==> config.mk <==
export PLATFORM = sky130hd
export DESIGN_NAME = rf_dump_reader
export DESIGN_NICKNAME = d
export VERILOG_FILES = /design/src/rtl/rf_dump_reader.sv
export SDC_FILE = /design/constraint.sdc
export NUM_CORES = 1
export LEC_CHECK = 0
export ABC_AREA = 1
export BUFFER_PORTS_ARGS = -buffer_cell sky130_fd_sc_hd__buf_4
export CAP_MARGIN = 5
export CORE_MARGIN = 2
export CORE_UTILIZATION = 49
export DETAILED_ROUTE_END_ITERATION = 8
export PLACE_DENSITY = 0.76
export SKIP_CTS_REPAIR_TIMING = 1
export SLEW_MARGIN = 5
export SYNTH_ARGS = -nofsm -noshare
export SYNTH_HDL_FRONTEND = slang
export SYNTH_SLANG_ARGS = --single-unit
==> constraint.sdc <==
create_clock -name clk -period 2 [get_ports clk]
set_input_delay 0.1 -clock clk [delete_from_list [all_inputs] [get_ports clk]]
set_output_delay 0.1 -clock clk [all_outputs]
set_load 0.02 [all_outputs]
==> src/rtl/rf_dump_reader.sv <==
// rf_dump_reader: walks a latched register index range on a spare register
// file read port and streams each value, tagged with its index, to a debug
// or trace sink. It only reads register state and never writes it.
//
// Stream handshake: a beat is held on data_o/idx_o/last_o with valid_o high
// and does not change until the cycle in which valid_o && ready_i are both
// high; the beat is accepted at that clock edge. An abort in the same cycle
// cancels the dump, and that beat is not counted.
module rf_dump_reader #(
   parameter int NREG = 32,
   parameter int AW   = 5,
   parameter int DW   = 32
) (
   input  logic          clk,
   input  logic          reset,
   input  logic          start_i,
   input  logic [AW-1:0] first_i,
   input  logic [AW-1:0] last_i,
   input  logic          abort_i,
   output logic [AW-1:0] rf_addr_o,
   input  logic [DW-1:0] rf_data_i,
   output logic          valid_o,
   input  logic          ready_i,
   output logic [DW-1:0] data_o,
   output logic [AW-1:0] idx_o,
   output logic          last_o,
   output logic          busy_o,
   output logic          done_o,
   output logic          aborted_o,
   output logic [AW:0]   beat_cnt_o
);

   typedef enum logic [1:0] {IDLE, READ, SEND, FIN} state_t;

   // Highest legal index. The walk also stops here, so ptr can never wrap.
   localparam logic [AW-1:0] PTR_MAX = AW'(NREG - 1);

   state_t        state_q, state_d;
   logic [AW-1:0] ptr_q, ptr_d;
   logic [AW-1:0] first_q, first_d;
   logic [AW-1:0] last_q, last_d;
   logic [DW-1:0] data_q, data_d;
   logic [AW-1:0] idx_q, idx_d;
   logic          last_beat_q, last_beat_d;
   logic          valid_q, valid_d;
   logic          done_q, done_d;
   logic          aborted_q, aborted_d;
   logic [AW:0]   beat_cnt_q, beat_cnt_d;

   // Next-state and datapath: hold everything by default; pulses default low.
   always_comb begin
      state_d     = state_q;
      ptr_d       = ptr_q;
      first_d     = first_q;
      last_d      = last_q;
      data_d      = data_q;
      idx_d       = idx_q;
      last_beat_d = last_beat_q;
      valid_d     = valid_q;
      done_d      = 1'b0;
      aborted_d   = 1'b0;
      beat_cnt_d  = beat_cnt_q;
      case (state_q)
         IDLE: begin
            if (start_i) begin
               first_d    = first_i;
               last_d     = last_i;
               ptr_d      = first_i;
               beat_cnt_d = '0;
               // An inverted range is empty: go straight to FIN for done_o.
               state_d    = (first_i > last_i) ? FIN : READ;
            end
         end
         READ: begin
            if (abort_i) begin
               valid_d     = 1'b0;
               last_beat_d = 1'b0;
               aborted_d   = 1'b1;
               state_d     = IDLE;
            end else begin
               // x0 is architecturally zero whatever the array holds.
               data_d      = (ptr_q == '0) ? '0 : rf_data_i;
               idx_d       = ptr_q;
               last_beat_d = (ptr_q == last_q);
               valid_d     = 1'b1;
               state_d     = SEND;
            end
         end
         SEND: begin
            if (abort_i) begin
               valid_d     = 1'b0;
               last_beat_d = 1'b0;
               aborted_d   = 1'b1;
               state_d     = IDLE;
            end else if (valid_q && ready_i) begin
               beat_cnt_d  = beat_cnt_q + 1'b1;
               valid_d     = 1'b0;
               last_beat_d = 1'b0;
               if (ptr_q == last_q || ptr_q == PTR_MAX) begin
                  state_d = FIN;
               end else begin
                  ptr_d   = ptr_q + AW'(1);
                  state_d = READ;
               end
            end
         end
         FIN: begin
            done_d  = 1'b1;
            state_d = IDLE;
         end
         default: state_d = IDLE;
      endcase
   end

   // State and output registers with synchronous active-high reset.
   always_ff @(posedge clk) begin
      if (reset) begin
         state_q     <= IDLE;
         ptr_q       <= '0;
         first_q     <= '0;
         last_q      <= '0;
         data_q      <= '0;
         idx_q       <= '0;
         last_beat_q <= 1'b0;
         valid_q     <= 1'b0;
         done_q      <= 1'b0;
         aborted_q   <= 1'b0;
         beat_cnt_q  <= '0;
      end else begin
         state_q     <= state_d;
         ptr_q       <= ptr_d;
         first_q     <= first_d;
         last_q      <= last_d;
         data_q      <= data_d;
         idx_q       <= idx_d;
         last_beat_q <= last_beat_d;
         valid_q     <= valid_d;
         done_q      <= done_d;
         aborted_q   <= aborted_d;
         beat_cnt_q  <= beat_cnt_d;
      end
   end

   // Read address is only driven while a walk is in flight.
   always_comb begin
      rf_addr_o = '0;
      if (state_q == READ || state_q == SEND) rf_addr_o = ptr_q;
   end

   assign valid_o    = valid_q;
   assign data_o     = data_q;
   assign idx_o      = idx_q;
   assign last_o     = last_beat_q;
   assign busy_o     = (state_q != IDLE);
   assign done_o     = done_q;
   assign aborted_o  = aborted_q;
   assign beat_cnt_o = beat_cnt_q;

endmodule

After elaboration in Yosys (flattened, before gate mapping)
Index checks and enable logic that the tools add are counted.
{"block": "word_totals", "reg_bits": 59, "out_inout_bits": 53, "in_bits": 47}
{"block": "op_classes", "n_eq_ne": 10, "n_bitwise": 2, "mux": 26, "order_cmp": 1, "reduce_logical": 16, "n_addsub": 2}
{"operator": "2-to-1 mux 32 bit", "n": 1}
{"operator": "2-to-1 mux 5 bit", "n": 5}
{"operator": "2-to-1 mux 6 bit", "n": 3}
{"operator": "2-to-1 mux 2 bit", "n": 6}
{"operator": "case mux 6 bit (2 select lines)", "n": 1}
{"operator": "case mux 5 bit (2 select lines)", "n": 1}
{"operator": "!= test 2 bit, second input constant", "n": 4}
{"operator": "case mux 2 bit (4 select lines)", "n": 1}
{"operator": "AND reduction 2 bit", "n": 4}
{"operator": "adder 6 x 1 -> 6 bit, second input constant", "n": 1}
{"operator": "2-to-1 mux 1 bit", "n": 6}
{"operator": "nonzero test 2 bit", "n": 3}
{"operator": "adder 5 x 1 -> 5 bit, second input constant", "n": 1}
{"operator": "== test 5 bit", "n": 1}
{"operator": "== test 5 bit, second input constant", "n": 1}
{"operator": "greater-than comparator 5 bit", "n": 1}
{"operator": "zero test 5 bit", "n": 1}
{"operator": "AND reduction 5 bit", "n": 1}
{"operator": "== test 2 bit, second input constant", "n": 2}
{"operator": "case mux 1 bit (2 select lines)", "n": 2}
{"operator": "AND reduction 4 bit", "n": 1}
{"operator": "OR reduction 2 bit", "n": 2}
{"operator": "!= test 3 bit, second input constant", "n": 1}
{"operator": "== test 2 x 1 -> 1 bit, second input constant", "n": 1}
{"operator": "other kinds (4)", "n": 6}

Longest topological paths before layout
Gate-level depths: netlist of the first run.
{"block": "logic_depth", "ltp_word": 6, "depth_mapped": 11, "depth_no_buf": 11}

Worst setup path before layout of the first run
Ideal clock, no wire load.
{"block": "synth_path", "kind": "flip-flop to flip-flop", "start": "register state_q[0]", "end": "register ptr_q[1]", "stages_incl_launch_ff": 10, "period_less_slack_ns": 1.565, "required_time_ns": 1.887, "setup_ns": 0.113, "arrival_ns": 1.452, "path_slack_ns": 0.435, "cell_sequence": "dfxtp_1 inv_1 ha_1 inv_2 or2_1 nand2_1 a21oi_4 nand2_4 nor2_1 nor2_1"}
{"block": "synth_between", "elab_chain_cells": 3}
{"item": "from (decl)", "line_no": "38", "text": "state_t state_q, state_d;"}
{"item": "from (signal assigned)", "line_no": "130", "text": "state_q <= state_d;"}
{"item": "== test 2 bit or zero test 2 bit (tied branches)", "line_no": "63", "text": "case (state_q)"}
{"item": "!= test 2 bit (no source line) or nonzero test 2 bit (tied branches)"}
{"item": "AND reduction 5 bit (no source line)"}
{"item": "to (signal assigned)", "line_no": "131", "text": "ptr_q <= ptr_d;"}
{"item": "to (decl)", "line_no": "39", "text": "logic [AW-1:0] ptr_q, ptr_d;"}
Parallel ways exist; a longest one is shown, timed or not.
A chain may end at the register's enable or synchronous reset.

Final worst setup path of the first run
Same ends and word-level chain as after synthesis.

==> impl_metrics.py, run 1 <==
metrics = {
    "logic_synthesis": {
        "synth.avg_cell_area_um2": 7.364,
        "yosysTopAreaCell": "dfxtp_1",
        "ys_types": 25,
        "syn_area_um2": 2710,
        "synth_warnings": 0,
        "ys_ff_latch": 59,
        "synthCells": 368,
        "yosys-top-cells-area": "dfxtp_1 (44%), nand2_1 (13%), a21oi_1 (10%)",
        "synth_top_area_share_pct": 43.58,
        "ys_seq_area_share_pct": 43.58,
        "syn-num-nets": 428,
    },
    "timing": {
        "setup_tns_ns": 0,
        "hold-worst-slack_ns": 0.007595,
        "worst_slew_pin_slew_ns": 0.3919,
        "finalSetupViolations": 0,
        "slew_viol_final": 0,
        "slew_headroom_pct": 73.87,
        "min_period_ns": 1.745,
        "max_freq_mhz": 573.0,
        "rsz0062_at_grt": "false",
        "worst_clock_skew_ns": 0.01146,
        "period_share_pct": 87.27,
        "hold_viol": 0,
    },
    "setup_path": {
        "path_class": "reg -> reg",
        "ff2ff_setup_slack_ns": 0.25,
        "required_ns": 2.27,
        "worstSetupStartpointType": "flop",
        "worst_r2r_path_depth": 8,
        "crit_arrival_ns": 2.01,
        "path_max_fanout": 11,
        "r2r-end": "ptr_q[1]$_SDFFE_PP0P_",
        "timing.rr.start": "state_q[0]$_SDFFE_PP0P_",
        "end_kind": "flop",
    },
    "pwr": {
        "vdd_drop_max_mv": 0.7397,
        "p_per_area_nw_per_um2": 1351,
        "power_mw": 4.988,
        "p_leak_nw": 1.849,
    },
    "clock_network": {
        "clock-sinks": 59,
        "htree_levels": 3,
        "cts_buffers": 9,
        "clockBufferDepth": 2,
        "clkLatencyLatePin_ns": 0.34,
        "cts_root_buf": "clkbuf_8",
        "path_clk_slew_ns": 0.07,
        "cts_tree": "built",
    },
    "layout": {
        "final_common_cell": "buf_4",
        "fillers": 453,
        "layout_common_cells": "buf_4 (101), nand2_1 (91), dfxtp_1 (59)",
        "drive_above_1_share_pct": 28.11,
        "antennaDiodeCount": 0,
        "fin_nets": 521,
        "area_growth_syn_to_layout_pct": 36.24,
    },
    "placed_design": {
        "hpwlAfterDp_mm": 4.840,
        "routabilityCongestion": 0.9026,
        "portBuffers": 99,
    },
    "die": {
        "die_w_um": 78.37,
        "num_rows": 27,
        "ios": 100,
        "die_h_um": 78.37,
        "coreArea_um2": 5439,
        "start_util_pct": 49.83,
        "die_area_um2": 6142,
    },
    "hold_path": {
        "hold_start": "reset",
        "whs_path_depth": 2,
        "min_to": "done_o$_SDFF_PP0_",
        "hold_path_class": "in -> reg",
    },
    "global_routing": {
        "grt_max_degree": 75,
        "track_usage_pct": 23.09,
        "grt_pass1_wl_mm": 11.27,
        "antenna_found_initial": 0,
        "first_global_vias": 2552,
        "gr-total-overflow": 0,
    },
    "detailed_routing": {
        "via_count": 2688,
        "wire_per_inst_um": 12.69,
        "drc_errors": 0,
        "drtIter0Drc": 101,
        "avgViaCountPerCell": 4.996,
        "wl_mm": 6.827,
        "ant_nets": 0,
        "firstDrtPassIters": 4,
    },
    "status": {
        "status": "completed",
    },
    "run": {
        "maxCapViolCount": 0,
    },
}
metal layers:
metal  wire, µm  global-route usage [%]
met5          0                       0
met4        101                   8.596
met2       3091                   36.47
met1       3043                   28.28
met3        591                   9.425
synthesized netlist by cell type (all sizes together):
| library cell | n |
|---|---|
| a21oi | 56 |
| a2bb2oi | 1 |
| buf | 10 |
| clkbuf | 10 |
| dfxtp | 59 |
| ha | 13 |
| inv | 35 |
| mux2i | 1 |
| nand2 | 94 |
| nand3 | 11 |
| nand3b | 1 |
| nand4 | 3 |
| nor2 | 19 |
| o21ai | 48 |
| or2 | 1 |
| xnor2 | 3 |
| xor2 | 3 |
state kept, by name, indices dropped and copies added (netlist names):
register    count
beat_cnt_o      6
aborted_o       1
state_q         2
data_o         32
done_o          1
last_q          5
last_o          1
idx_o           5
ptr_q           5
valid_o         1
critical path: stages, from the launching register on:
cell,delay [ns]
dfxtp_1,0.34
inv_1,0.10
ha_1,0.40
inv_2,0.19
a21oi_4,0.32
nand2_4,0.12
nand2_1,0.07
nand2_1,0.05
nor2_1,0.09
where the power goes:
part,switching [mW],internal (mW),total (mW)
registers,0.199,1.44,1.64
logic,1.41,0.813,2.23
clock network,0.478,0.642,1.12
total,2.09,2.90,4.99
cell families after synthesis:
group                      Yosys count  share of synthesized area, %
xor gates and xnor gates             6                         1.939
muxes                                1                        0.3694
DFF                                 59                         43.58
AOI/OAI and AO/OA                  105                         19.94
and+or+nand+nor                    129                         19.99
adders and majority gates           13                         6.002
buffers and inverters               55                         8.172
stage by stage:
step	util (%)	cells	area (µm²)	worst slack, ns
floorplan	-	368	2710	0.4349
global placement	64.14	522	3488	0.3279
detailed placement	64.14	522	3488	0.2701
CTS	67.89	538	3692	0.2419
global route	67.89	538	3692	0.05360
finish	67.89	538	3692	0.2547
worst max path at each step:
| stage | start | endpoint | slack, ns | cells past startpoint |
|---|---|---|---|---|
| floorplan | state_q[0]$_SDFFE_PP0P_ | ptr_q[1]$_SDFFE_PP0P_ | 0.43 | 9 |
| global placement | state_q[0]$_SDFFE_PP0P_ | ptr_q[1]$_SDFFE_PP0P_ | 0.33 | 7 |
| detailed placement | state_q[0]$_SDFFE_PP0P_ | ptr_q[1]$_SDFFE_PP0P_ | 0.27 | 7 |
| CTS | state_q[0]$_SDFFE_PP0P_ | ptr_q[1]$_SDFFE_PP0P_ | 0.24 | 7 |
| global route | state_q[0]$_SDFFE_PP0P_ | ptr_q[1]$_SDFFE_PP0P_ | 0.05 | 8 |
| finish | state_q[0]$_SDFFE_PP0P_ | ptr_q[1]$_SDFFE_PP0P_ | 0.25 | 8 |
cell type report:
cell class	instances	area [µm²]	area share (%)
flip-flops and latches	59	1181	31.99
clock inverters	4	48.80	1.322
multi-input cells	254	1308	35.41
repair buffers	102	778.2	21.08
well taps	72	90.09	2.440
clock buffers	12	155.1	4.202
inverters	35	131.4	3.558
No activity file was read; power rests on OpenSTA's default activity.
==> inputs of run 2 (changes only) <==
--- a/config.mk
+++ b/config.mk
@@ -10,9 +10,11 @@
 export CAP_MARGIN = 5
 export CORE_MARGIN = 2
 export CORE_UTILIZATION = 49
+export CTS_BUF_LIST = sky130_fd_sc_hd__clkbuf_16
 export DETAILED_ROUTE_END_ITERATION = 8
 export PLACE_DENSITY = 0.76
 export SKIP_CTS_REPAIR_TIMING = 1
+export SKIP_LAST_GASP = 1
 export SLEW_MARGIN = 5
 export SYNTH_ARGS = -nofsm -noshare
 export SYNTH_HDL_FRONTEND = slang
==> run 2 against run 1 <==
Net effect: final cell count unchanged; clock skew decreased by 0.0052 ns; utilization increased by 1.5 points; highest routed layer unchanged; largest power group unchanged.
==> impl_metrics.py, run 2 (same netlist as run 1, synthesis figures left out) <==
metrics = {
    "hold_path": {
        "whs_path_depth": 2,
        "min_to": "beat_cnt_o[0]$_SDFFE_PP0P_",
        "hold_path_class": "in -> reg",
        "hold_start": "reset",
    },
    "detailed_routing": {
        "drtIter0Drc": 105,
        "drc_errors": 0,
        "avgViaCountPerCell": 5.061,
        "wire_per_inst_um": 12.79,
        "firstDrtPassIters": 4,
        "wl_mm": 6.883,
        "ant_nets": 0,
        "via_count": 2723,
    },
    "layout": {
        "antennaDiodeCount": 0,
        "fillers": 427,
        "fin_nets": 521,
        "multi_input_area_um2": 1308,
        "seqCellArea_um2": 1181,
        "layout_common_cells": "buf_4 (101), nand2_1 (91), dfxtp_1 (59)",
        "final_common_cell": "buf_4",
        "drive_above_1_share_pct": 27.68,
        "largest_reg_flops": 32,
        "area_growth_syn_to_layout_pct": 39.24,
    },
    "setup_path": {
        "r2r-end": "ptr_q[1]$_SDFFE_PP0P_",
        "cp_cell_sequence": "inv_1, ha_1, inv_2, a21oi_4, nand2_4, nor2_1, nor2_1",
        "end_kind": "flop",
        "cpMostUsedCell": "nor2_1",
        "cp_slowest_cell": "ha_1",
        "cp_num_buf_inv": 2,
        "path_class": "reg -> reg",
        "worstSetupStartpointType": "flop",
        "ff2ff_setup_slack_ns": 0.24,
        "path_max_fanout": 11,
        "timing.rr.start": "state_q[0]$_SDFFE_PP0P_",
        "worst_r2r_path_depth": 7,
        "cp-startpoint": "state_q[0]$_SDFFE_PP0P_",
        "crit_family": "adder cells",
        "slowest_delay_ns": 0.40,
        "required_ns": 2.21,
        "crit_arrival_ns": 1.97,
    },
    "die": {
        "coreArea_um2": 5439,
        "start_util_pct": 49.83,
        "die_h_um": 78.37,
        "die_area_um2": 6142,
        "num_rows": 27,
        "die_w_um": 78.37,
        "ios": 100,
    },
    "placed_design": {
        "hpwlAfterDp_mm": 4.840,
        "routabilityCongestion": 0.9026,
        "portBuffers": 99,
    },
    "global_routing": {
        "first_global_vias": 2595,
        "grt_pass1_wl_mm": 11.33,
        "grt_max_degree": 75,
        "track_usage_pct": 23.34,
        "gr-total-overflow": 0,
        "antenna_found_initial": 0,
    },
    "timing": {
        "worst_slew_pin_slew_ns": 0.3923,
        "rsz0062_at_grt": "false",
        "min_period_ns": 1.759,
        "finalSetupViolations": 0,
        "period_share_pct": 87.94,
        "worst_clock_skew_ns": 0.006308,
        "slew_headroom_pct": 73.85,
        "hold-worst-slack_ns": 0.03039,
        "slew_viol_final": 0,
        "hold_viol": 0,
        "setup_tns_ns": 0,
        "max_freq_mhz": 568.6,
    },
    "pwr": {
        "comb_power_share_pct": 41.8,
        "pwr-share-seq_pct": 30.9,
        "switching_power_mw": 2.137,
        "vdd_drop_max_mv": 0.7856,
        "power_frac_clock_pct": 27.3,
        "p_per_area_nw_per_um2": 1416,
        "netSwitchingFraction_pct": 40.01,
        "p_leak_nw": 1.889,
        "internal_power_mw": 3.205,
    },
    "clock_network": {
        "path_clk_slew_ns": 0.05,
        "cts_buffers": 9,
        "clock-sinks": 59,
        "clkLatencyLatePin_ns": 0.32,
        "clockBufferDepth": 2,
        "cts_tree": "built",
        "htree_levels": 3,
        "cts_root_buf": "clkbuf_16",
    },
    "run": {
        "maxCapViolCount": 0,
    },
    "status": {
        "status": "completed",
    },
}
[run 2: changes by cell type in the layout (fill, tap and decap cells not counted)]
cell and delta:
clkbuf_1 -1, clkbuf_16 +9, clkbuf_8 -11, clkinv_1 +2, inv_1 +1
[run 2: layout make-up]
| cell class | count | area share, % |
|---|---|---|
| Clock inverter | 7 | 1.592 |
| Tap cell | 72 | 2.387 |
| Clock buffer | 9 | 5.968 |
| Sequential cell | 59 | 31.30 |
| Multi-Input combinational cell | 254 | 34.65 |
| Inverter | 35 | 3.481 |
| Timing Repair Buffer | 102 | 20.62 |
[run 2: worst max path at each step]
stage / to / slack (ns) / cells past startpoint
after floorplan: ptr_q[1]$_SDFFE_PP0P_ / 0.43 / 9
after global placement: ptr_q[1]$_SDFFE_PP0P_ / 0.33 / 7
after detailed placement: ptr_q[1]$_SDFFE_PP0P_ / 0.27 / 7
after CTS: ptr_q[0]$_SDFFE_PP0P_ / 0.23 / 8
after global routing: ptr_q[1]$_SDFFE_PP0P_ / 0.05 / 8
final: ptr_q[1]$_SDFFE_PP0P_ / 0.24 / 7
[run 2: layer usage]
metal | track usage, % | share of wire, %
met1 | 28.16 | 44
met2 | 36.72 | 46
met3 | 10.80 | 9.1
met4 | 8.070 | 0.68
met5 | 0 | 0
[run 2: power groups by stage]
stage               Clock (mW)  Sequential, mW  Combinational (mW)
floorplan                    0            1.83                1.31
global placement             0            1.65                2.18
detailed placement           0            1.66                2.22
CTS                       1.49            1.64                2.24
global route              1.54            1.68                2.48
finish                    1.46            1.65                2.23
[run 2: stage by stage]
step	cells	util [%]	setup slack, ns	instance area [µm²]	total power [mW]
after floorplan	368	-	0.4349	2710	3.145
after global placement	522	64.14	0.3279	3488	3.827
after detailed placement	522	64.14	0.2701	3488	3.881
after CTS	538	69.38	0.2327	3774	5.375
after global routing	538	69.38	0.04553	3774	5.700
final	538	69.38	0.2412	3774	5.342
[run 2: worst register-to-register path, cell delays in order, from the launching register on]
cell and delay (ns):
dfxtp_1 0.33, inv_1 0.10, ha_1 0.40, inv_2 0.20, a21oi_4 0.32, nand2_4 0.12, nor2_1 0.12, nor2_1 0.06
